$ cat config.mk
export PLATFORM = sky130hd
export DESIGN_NAME = regfile_wb_scheduler
export DESIGN_NICKNAME = d
export VERILOG_FILES = /design/src/rtl/regfile_pkg.sv /design/src/rtl/rr_arbiter.sv /design/src/rtl/regfile_wb_scheduler.sv
export SDC_FILE = /design/constraint.sdc
export NUM_CORES = 1
export LEC_CHECK = 0
export BUFFER_PORTS_ARGS = -buffer_cell sky130_fd_sc_hd__buf_2
export CORE_MARGIN = 8
export CORE_UTILIZATION = 56
export DETAILED_ROUTE_END_ITERATION = 6
export HOLD_SLACK_MARGIN = 0.03
export PLACE_DENSITY = 0.84
export SKIP_LAST_GASP = 1
export SLEW_MARGIN = 40
export SYNTH_ARGS = -nofsm -noshare
export SYNTH_HDL_FRONTEND = slang
export SYNTH_HIERARCHICAL = 1
export SYNTH_SLANG_ARGS = --single-unit
export TNS_END_PERCENT = 100
$ cat constraint.sdc
create_clock -name clk -period 5.7 [get_ports clk]
set_input_delay 1.71 -clock clk [delete_from_list [all_inputs] [get_ports clk]]
set_output_delay 1.71 -clock clk [all_outputs]
set_load 0.05 [all_outputs]
$ cat src/rtl/regfile_pkg.sv
// Shared sizes and types for the register-file write-back scheduler.
// Top-level parameters default to these values.
package regfile_pkg;

  localparam int NUM_REGS       = 32;
  localparam int REG_ADDR_WIDTH = 5;
  localparam int DATA_WIDTH     = 32;
  localparam int CNT_WIDTH      = 2;

  typedef logic [REG_ADDR_WIDTH-1:0] reg_addr_t;
  typedef logic [DATA_WIDTH-1:0]     reg_data_t;
  typedef logic [CNT_WIDTH-1:0]      wb_cnt_t;

endpackage

$ cat src/rtl/rr_arbiter.sv
// Round-robin arbiter: one-hot grant among asserted requests.
// After a grant to i, the search for the next grant starts at i+1.
module rr_arbiter #(
  parameter int N = 2
) (
  input  logic         clk,
  input  logic         rst_n,
  input  logic [N-1:0] req,
  output logic [N-1:0] grant
);

  localparam int PW = (N > 1) ? $clog2(N) : 1;

  logic [PW-1:0] ptr_q;
  logic [PW-1:0] ptr_d;
  logic          found;

  // Visit requesters in priority order (ptr, ptr+1, ... wrapping) and take the first.
  always_comb begin
    grant = '0;
    ptr_d = ptr_q;
    found = 1'b0;
    for (int off = 0; off < N; off++) begin
      for (int i = 0; i < N; i++) begin
        if (!found && req[i] &&
            ((int'(ptr_q) + off == i) || (int'(ptr_q) + off == i + N))) begin
          found    = 1'b1;
          grant[i] = 1'b1;
          ptr_d    = (i == N - 1) ? '0 : PW'(i + 1);
        end
      end
    end
  end

  always_ff @(posedge clk or negedge rst_n) begin
    if (!rst_n) begin
      ptr_q <= '0;
    end else begin
      ptr_q <= ptr_d;
    end
  end

endmodule

$ cat src/rtl/regfile_wb_scheduler.sv
// Arbitrates the register-file write port among NUM_REQ producers and keeps a
// per-register outstanding-write scoreboard for RAW stall detection.
module regfile_wb_scheduler
  import regfile_pkg::*;
#(
  parameter int NUM_REQ    = 2,
  parameter int DATA_WIDTH = regfile_pkg::DATA_WIDTH,
  parameter int CNT_WIDTH  = regfile_pkg::CNT_WIDTH
) (
  input  logic                            clk,
  input  logic                            rst_n,
  input  logic                            issue_valid,
  input  logic [REG_ADDR_WIDTH-1:0]       issue_rd,
  output logic                            issue_ready,
  input  logic [NUM_REQ-1:0]              req_valid,
  input  logic [NUM_REQ*REG_ADDR_WIDTH-1:0] req_addr,
  input  logic [NUM_REQ*DATA_WIDTH-1:0]   req_data,
  output logic [NUM_REQ-1:0]              req_ready,
  output logic [REG_ADDR_WIDTH-1:0]       rd_addr,
  output logic [DATA_WIDTH-1:0]           rd_data,
  output logic                            reg_write_enable,
  input  logic [REG_ADDR_WIDTH-1:0]       rs1_addr,
  input  logic [REG_ADDR_WIDTH-1:0]       rs2_addr,
  output logic                            rs1_busy,
  output logic                            rs2_busy,
  output logic [NUM_REGS-1:0]             busy_mask,
  output logic                            wb_underflow
);

  localparam logic [CNT_WIDTH-1:0] CNT_MAX = '1;

  logic [NUM_REQ-1:0]            grant;
  logic                          sel_any;
  reg_addr_t                     sel_addr;
  logic [DATA_WIDTH-1:0]         sel_data;

  reg_addr_t                     rd_addr_q, rd_addr_d;
  logic [DATA_WIDTH-1:0]         rd_data_q, rd_data_d;
  logic                          wr_en_q, wr_en_d;
  logic                          underflow_q, underflow_d;

  logic [NUM_REGS*CNT_WIDTH-1:0] cnt_flat;
  logic [NUM_REGS-1:0]           uf_evt;
  logic                          issue_fire;

  rr_arbiter #(.N(NUM_REQ)) u_arb (
    .clk   (clk),
    .rst_n (rst_n),
    .req   (req_valid),
    .grant (grant)
  );

  assign req_ready = grant;

  always_comb begin
    sel_any  = 1'b0;
    sel_addr = '0;
    sel_data = '0;
    for (int i = 0; i < NUM_REQ; i++) begin
      if (grant[i]) begin
        sel_any  = 1'b1;
        sel_addr = req_addr[i*REG_ADDR_WIDTH +: REG_ADDR_WIDTH];
        sel_data = req_data[i*DATA_WIDTH +: DATA_WIDTH];
      end
    end
  end

  // A granted write to x0 is consumed but never reaches the register file.
  always_comb begin
    rd_addr_d = rd_addr_q;
    rd_data_d = rd_data_q;
    wr_en_d   = 1'b0;
    if (sel_any) begin
      rd_addr_d = sel_addr;
      rd_data_d = sel_data;
      wr_en_d   = (sel_addr != '0);
    end
  end

  always_ff @(posedge clk or negedge rst_n) begin
    if (!rst_n) begin
      rd_addr_q   <= '0;
      rd_data_q   <= '0;
      wr_en_q     <= 1'b0;
      underflow_q <= 1'b0;
    end else begin
      rd_addr_q   <= rd_addr_d;
      rd_data_q   <= rd_data_d;
      wr_en_q     <= wr_en_d;
      underflow_q <= underflow_d;
    end
  end

  assign rd_addr          = rd_addr_q;
  assign rd_data          = rd_data_q;
  assign reg_write_enable = wr_en_q;

  assign issue_fire = issue_valid && issue_ready;

  genvar gi;
  generate
    for (gi = 0; gi < NUM_REGS; gi++) begin : g_cnt
      if (gi == 0) begin : g_zero
        assign cnt_flat[0 +: CNT_WIDTH] = '0;
        assign busy_mask[0]             = 1'b0;
        assign uf_evt[0]                = 1'b0;
      end else begin : g_reg
        logic [CNT_WIDTH-1:0] cnt_q, cnt_d;
        logic                 inc, dec;

        assign inc = issue_fire && (issue_rd == reg_addr_t'(gi));
        assign dec = wr_en_q && (rd_addr_q == reg_addr_t'(gi));

        // Simultaneous issue and commit cancel; a commit with nothing pending saturates at 0.
        always_comb begin
          cnt_d = cnt_q;
          if (inc && !dec) begin
            cnt_d = cnt_q + 1'b1;
          end else if (dec && !inc && (cnt_q != '0)) begin
            cnt_d = cnt_q - 1'b1;
          end
        end

        always_ff @(posedge clk or negedge rst_n) begin
          if (!rst_n) begin
            cnt_q <= '0;
          end else begin
            cnt_q <= cnt_d;
          end
        end

        assign cnt_flat[gi*CNT_WIDTH +: CNT_WIDTH] = cnt_q;
        assign busy_mask[gi]                       = (cnt_q != '0);
        assign uf_evt[gi]                          = dec && (cnt_q == '0);
      end
    end
  endgenerate

  assign underflow_d  = underflow_q | (|uf_evt);
  assign wb_underflow = underflow_q;

  // Depends only on issue_rd and counter state, never on the write-back requests.
  assign issue_ready = (issue_rd == '0) ||
                       (cnt_flat[int'(issue_rd)*CNT_WIDTH +: CNT_WIDTH] != CNT_MAX);

  assign rs1_busy = (rs1_addr != '0) && busy_mask[rs1_addr];
  assign rs2_busy = (rs2_addr != '0) && busy_mask[rs2_addr];

endmodule

; ---- Word-level counts from Yosys, hierarchy flattened
; Cells that the tools add are included.
[word_totals]
latchBits = 0
romBits = 0
inputBits = 94
mem_bits_rw = 0
out_inout_bits = 76
regBits = 102
mem_count = 0
word_cells = 617
[classes]
reduce_logical = 365
bitwise_logic = 1
shift = 1
n_mux = 83
div_mod_pow = 0
n_addsub = 63
order_cmp = 2
n_mul = 0
eq_ne = 66
[ops]
columns = operator, count
row1 = $logic_and 1x1->1, 196
row2 = $eq 5x5->1 const B, 32
row3 = $mux 2, 62
row4 = $reduce_bool 2->1, 62
row5 = $eq 5x4->1 const B, 16
row6 = $logic_not 1->1, 65
row7 = $eq 32x3->1 const B, 2
row8 = $logic_not 32->1, 2
row9 = $mux 32, 2
row10 = $shiftx 64x7->2, 1
row11 = $add 2x1->2 const B, 31
row12 = $logic_not 2->1, 31
row13 = $sub 2x1->2 const B, 31
row14 = $eq 5x3->1 const B, 8
row15 = $eq 32x2->1 const B, 1
row16 = $reduce_or 31->1, 1
row17 = $eq 5x2->1 const B, 4
row18 = $mux 1, 15
row19 = $reduce_bool 5->1, 3
row20 = $lt 5x6->1 const B, 2
row21 = $bmux 1 s5, 2
row22 = $eq 5x1->1 const B, 2
row23 = $mux 5, 2
row24 = $logic_not 5->1, 1
row25 = 5 further kinds, 7

; ---- Logic depth before layout (Yosys ltp)
[depth]
depth_word = 18
mapped_depth = 10
mapped_depth_nobuf = 7

; ---- Hierarchy
; Netlist, hierarchy kept.
[by_module_without_submodules]
columns = mod, cells_per_inst, area_per_inst_um2, seq_area_each_um2, n_inst
row1 = regfile_wb_scheduler, 907, 7454.6, 2527.4, 1
row2 = rr_arbiter, 6, 52.6, 25.0, 1

; ---- Worst setup path before layout
; Ideal clock, no wire load.
[synth_path]
path_kind = input to output
from = input port rs2_addr[1]
to = output port rs2_busy
required_ns = 3.990
path_stages = 4
setup_slack_ns = 0.050
arrival_time_ns = 3.940
path_buffers = 1
path_cell_list = clkbuf_1 -> mux4_2 -> mux4_2 -> mux2i_1
[synth_via]
elab_chain_len = 3
[synth_rtl]
columns = item, line_no
row1 = start: declaration, regfile_wb_scheduler.sv:23  ; input logic [REG_ADDR_WIDTH-1:0] rs2_addr,
row2 = $bmux 1 s5, regfile_wb_scheduler.sv:147  ; assign rs2_busy = (rs2_addr != '0) && busy_mask[rs2_addr];
row3 = $mux 1 (not written as such), regfile_wb_scheduler.sv:147
row4 = $logic_and 1x1->1 *, regfile_wb_scheduler.sv:147
row5 = end: declaration, regfile_wb_scheduler.sv:25  ; output logic rs2_busy,
; Every way passes the cells marked *; elsewhere a longest branch is shown, timed or not. The select of a mux whose other input is x is not followed.

; ---- Worst setup path in the final report
[layout_path]
from = input port issue_rd[1]
to = output port issue_ready
[layout_via]
elab_chain_len = 3
[layout_rtl]
columns = item, line_no
row1 = start: declaration, regfile_wb_scheduler.sv:13  ; input logic [REG_ADDR_WIDTH-1:0] issue_rd,
row2 = $shiftx 64x7->2, regfile_wb_scheduler.sv:144  ; (cnt_flat[int'(issue_rd)*CNT_WIDTH +: CNT_WIDTH] != CNT_MAX);
row3 = $ne 2x2->1, regfile_wb_scheduler.sv:144
row4 = $logic_or 1x1->1 *, regfile_wb_scheduler.sv:143  ; assign issue_ready = (issue_rd == '0) ||
row5 = end: declaration, regfile_wb_scheduler.sv:14  ; output logic issue_ready,
; Every way passes the cells marked *; elsewhere a longest branch is shown, timed or not.

==> results.py <==
metrics = {
    "global_routing": {
        "grt_max_degree": 91,
        "grt-ovfl-total": 0,
        "grt_pass1_vias": 7631,
        "grt_use_total": 0.285,
        "antenna_found_initial": 1,
        "grt_pass1_wl_mm": 40.0,
    },
    "cts": {
        "clockBufferDepth": 2,
        "ctsResizeCount": 0,
        "clk_pin_slew_ps": 70,
        "cts.sinks": 102,
        "post_cts_buffers": 0,
        "numCtsBuffers": 9,
        "cts_hold_buf": 0,
        "clock_latency_ps": 370,
        "cts_root_buf": "clkbuf_16",
        "cts_tree": "yes",
        "htree_levels": 3,
    },
    "synth": {
        "yosysTopAreaCellShare": 0.340,
        "synth_area_per_cell_um2": 8.22,
        "syn_area_um2": 7510,
        "yosys_register_bits": 102,
        "ys_seq_area_frac": 0.340,
        "synth_cells": 913,
        "syn-num-nets": 1007,
        "synthArstFlopShare": 1.00,
        "synthTopCellsByCount": "nand2_1, nor2_1, dfrtp_1, o21ai_0, a21oi_1",
        "synth_edf_count": 0,
        "synth_top_cells_by_area": "dfrtp_1, mux4_2, mux2i_1, nand2_1, nor2_1",
        "yosysMostFrequentCell": "nand2_1",
        "synthFlopType": "dfrtp_1",
        "yosysWarnings": 6,
        "synth_largest_area_cell": "dfrtp_1",
        "ys_types": 56,
    },
    "floorplan": {
        "ios": 170,
        "dieHeight_um": 132,
        "start_util": 0.569,
        "rows": 42,
        "die_area_um2": 17400,
        "core_um2": 13200,
        "fp.dieW_um": 132,
    },
    "worst_setup_path": {
        "reg2reg_setup_slack_ps": 2830,
        "reg2reg_to": "wb_underflow",
        "cpMostUsedCell": "buf_2",
        "rr_worst_depth": 6,
        "path_cells": "buf_2, mux4_2, o22ai_1, nor2_1, o32ai_4, and2_1, buf_2",
        "path_max_fanout": 21,
        "end_kind": "primary output",
        "startpoint": "issue_rd[1]",
        "slowest_delay_ps": 560,
        "critPathLaunchType": "input port",
        "critPathArrivalTime_ps": 3620,
        "critPathSlowestCell": "mux4_2",
        "crit_path_end": "issue_ready",
        "reg2reg_from": "rd_addr[1]",
        "critPathRequiredTime_ps": 3990,
        "worst-setup-path-type": "input port to primary output",
    },
    "power": {
        "p_leak_nw": 3.71,
        "ir_worst_vdd_mv": 0.242,
        "power.density_nw_per_um2": 405,
    },
    "place": {
        "post-place-ws_ps": 418,
        "placed_area_um2": 8390,
        "io_buffers": 168,
        "gp_congestion": 1.01,
        "place_hpwl_mm": 18.8,
    },
    "worst_hold_path": {
        "hold_path_startpoint": "u_arb/ptr_q",
        "min_path_type": "flip-flop to flip-flop",
    },
    "sta": {
        "post-route-period-util": 0.934,
        "skew_ps": 12.3,
        "tightestPinTransition_ps": 805,
        "fmax_mhz": 188,
        "setup-tns-final_ps": 0,
        "rsz0062_at_grt": "false",
        "slew_headroom": 0.463,
        "finalCriticalPeriod_ps": 5330,
        "setup_ws_ps": 375,
        "hold_viol_final": 0,
        "slew_viol_final": 0,
        "setup_violations": 0,
    },
    "drt": {
        "initialDrtViolationCount": 1033,
        "drt-pass1-iter-count": 7,
        "drc_errors": 1,
        "via_per_inst": 6.49,
        "wire_per_inst_um": 20.4,
        "vias": 7923,
        "wirelength_mm": 24.9,
        "antenna_left": 0,
    },
    "cells_and_area": {
        "nNetsFinal": 1133,
        "fin_area_um2": 8700,
        "area_growth_pct": 15.9,
        "drive_gt1_frac": 0.217,
    },
    "run_status": {
        "violations": "DRC",
        "status": "finished, violations left",
    },
    "flow_run": {
        "maxCapViolCount": 0,
    },
}
## worst max-delay path, delay by kind of cell
family	cells	cell delay (ps)
compound gates	2	360
buf+inv	2	670
mux	1	560
simple gates	2	300
## cell families (layout without fill, tap and decap cells)
kind of cell	after synthesis	count (layout)	share of synthesized area
compound gates	228	228	0.202
xor+xnor	4	4	0.00467
buf+inv	96	227	0.0533
flops	102	102	0.340
mux	79	79	0.146
other cells	1	2	0.000500
simple gates	403	403	0.254
## sequential cells by signal (all words and copies together), names as in the netlist
signal	count
rd_addr	5
reg_write_enable	1
wb_underflow	1
rd_data	32
u_arb/ptr_q	1
g_cnt.g_reg.cnt_q	62
## power breakdown
part           switching [mW]  internal [mW]  total (mW)
logic                    1.10          0.515        1.62
registers               0.335          0.914        1.25
clock network           0.298          0.358       0.655
## final cells by class
cell class | instances | area [µm²]
sequential | 102 | 2550
clock buffer | 11 | 243
fill | 1136 | 4490
antenna | 1 | 2.50
multi-input combinational | 715 | 4580
clock inverter | 5 | 65.1
timing repair buffer | 176 | 907
inverter | 35 | 131
tap | 176 | 220
## layout by cell type, fill, tap and decap left out, drive strengths merged, types with 13 or more instances in the layout
cell type,Yosys,routed
nand2b,13,13
a21oi,55,55
and3,15,15
a21o,23,23
nand4,18,18
nor2,103,103
buf,22,176
nand3,49,49
inv,35,37
nor3,35,35
o21ai,58,58
mux4,24,24
a2111oi,17,17
mux2i,53,53
nand2,118,118
dfrtp,102,102
a211oi,13,13
## per-stage QoR
step / hold WS, ps / util / cells / total power [mW]
final: 561 / 0.659 / 1221 / 3.52
after global placement: 544 / 0.636 / 1204 / 2.80
after CTS: 565 / 0.659 / 1220 / 3.49
after detailed placement: 553 / 0.636 / 1204 / 2.83
after floorplan: 460 / - / 913 / 2.34
after global routing: 590 / 0.659 / 1221 / 3.68
## layer usage
| metal | part of all wire | global-route usage |
|---|---|---|
| met1 | 0.38 | 0.345 |
| met2 | 0.45 | 0.433 |
| met3 | 0.13 | 0.109 |
| met4 | 0.045 | 0.147 |
| met5 | 0 | 0 |
## how the worst min path moves through the flow
| stage | end | slack [ps] | cells past startpoint |
|---|---|---|---|
| floorplan | u_arb/ptr_q | 460 | 1 |
| CTS | u_arb/ptr_q | 560 | 1 |
| detailed placement | u_arb/ptr_q | 550 | 1 |
| finish | u_arb/ptr_q | 560 | 1 |
| global placement | u_arb/ptr_q | 540 | 1 |
| global route | u_arb/ptr_q | 590 | 1 |
(Power assumes the default switching activity.)
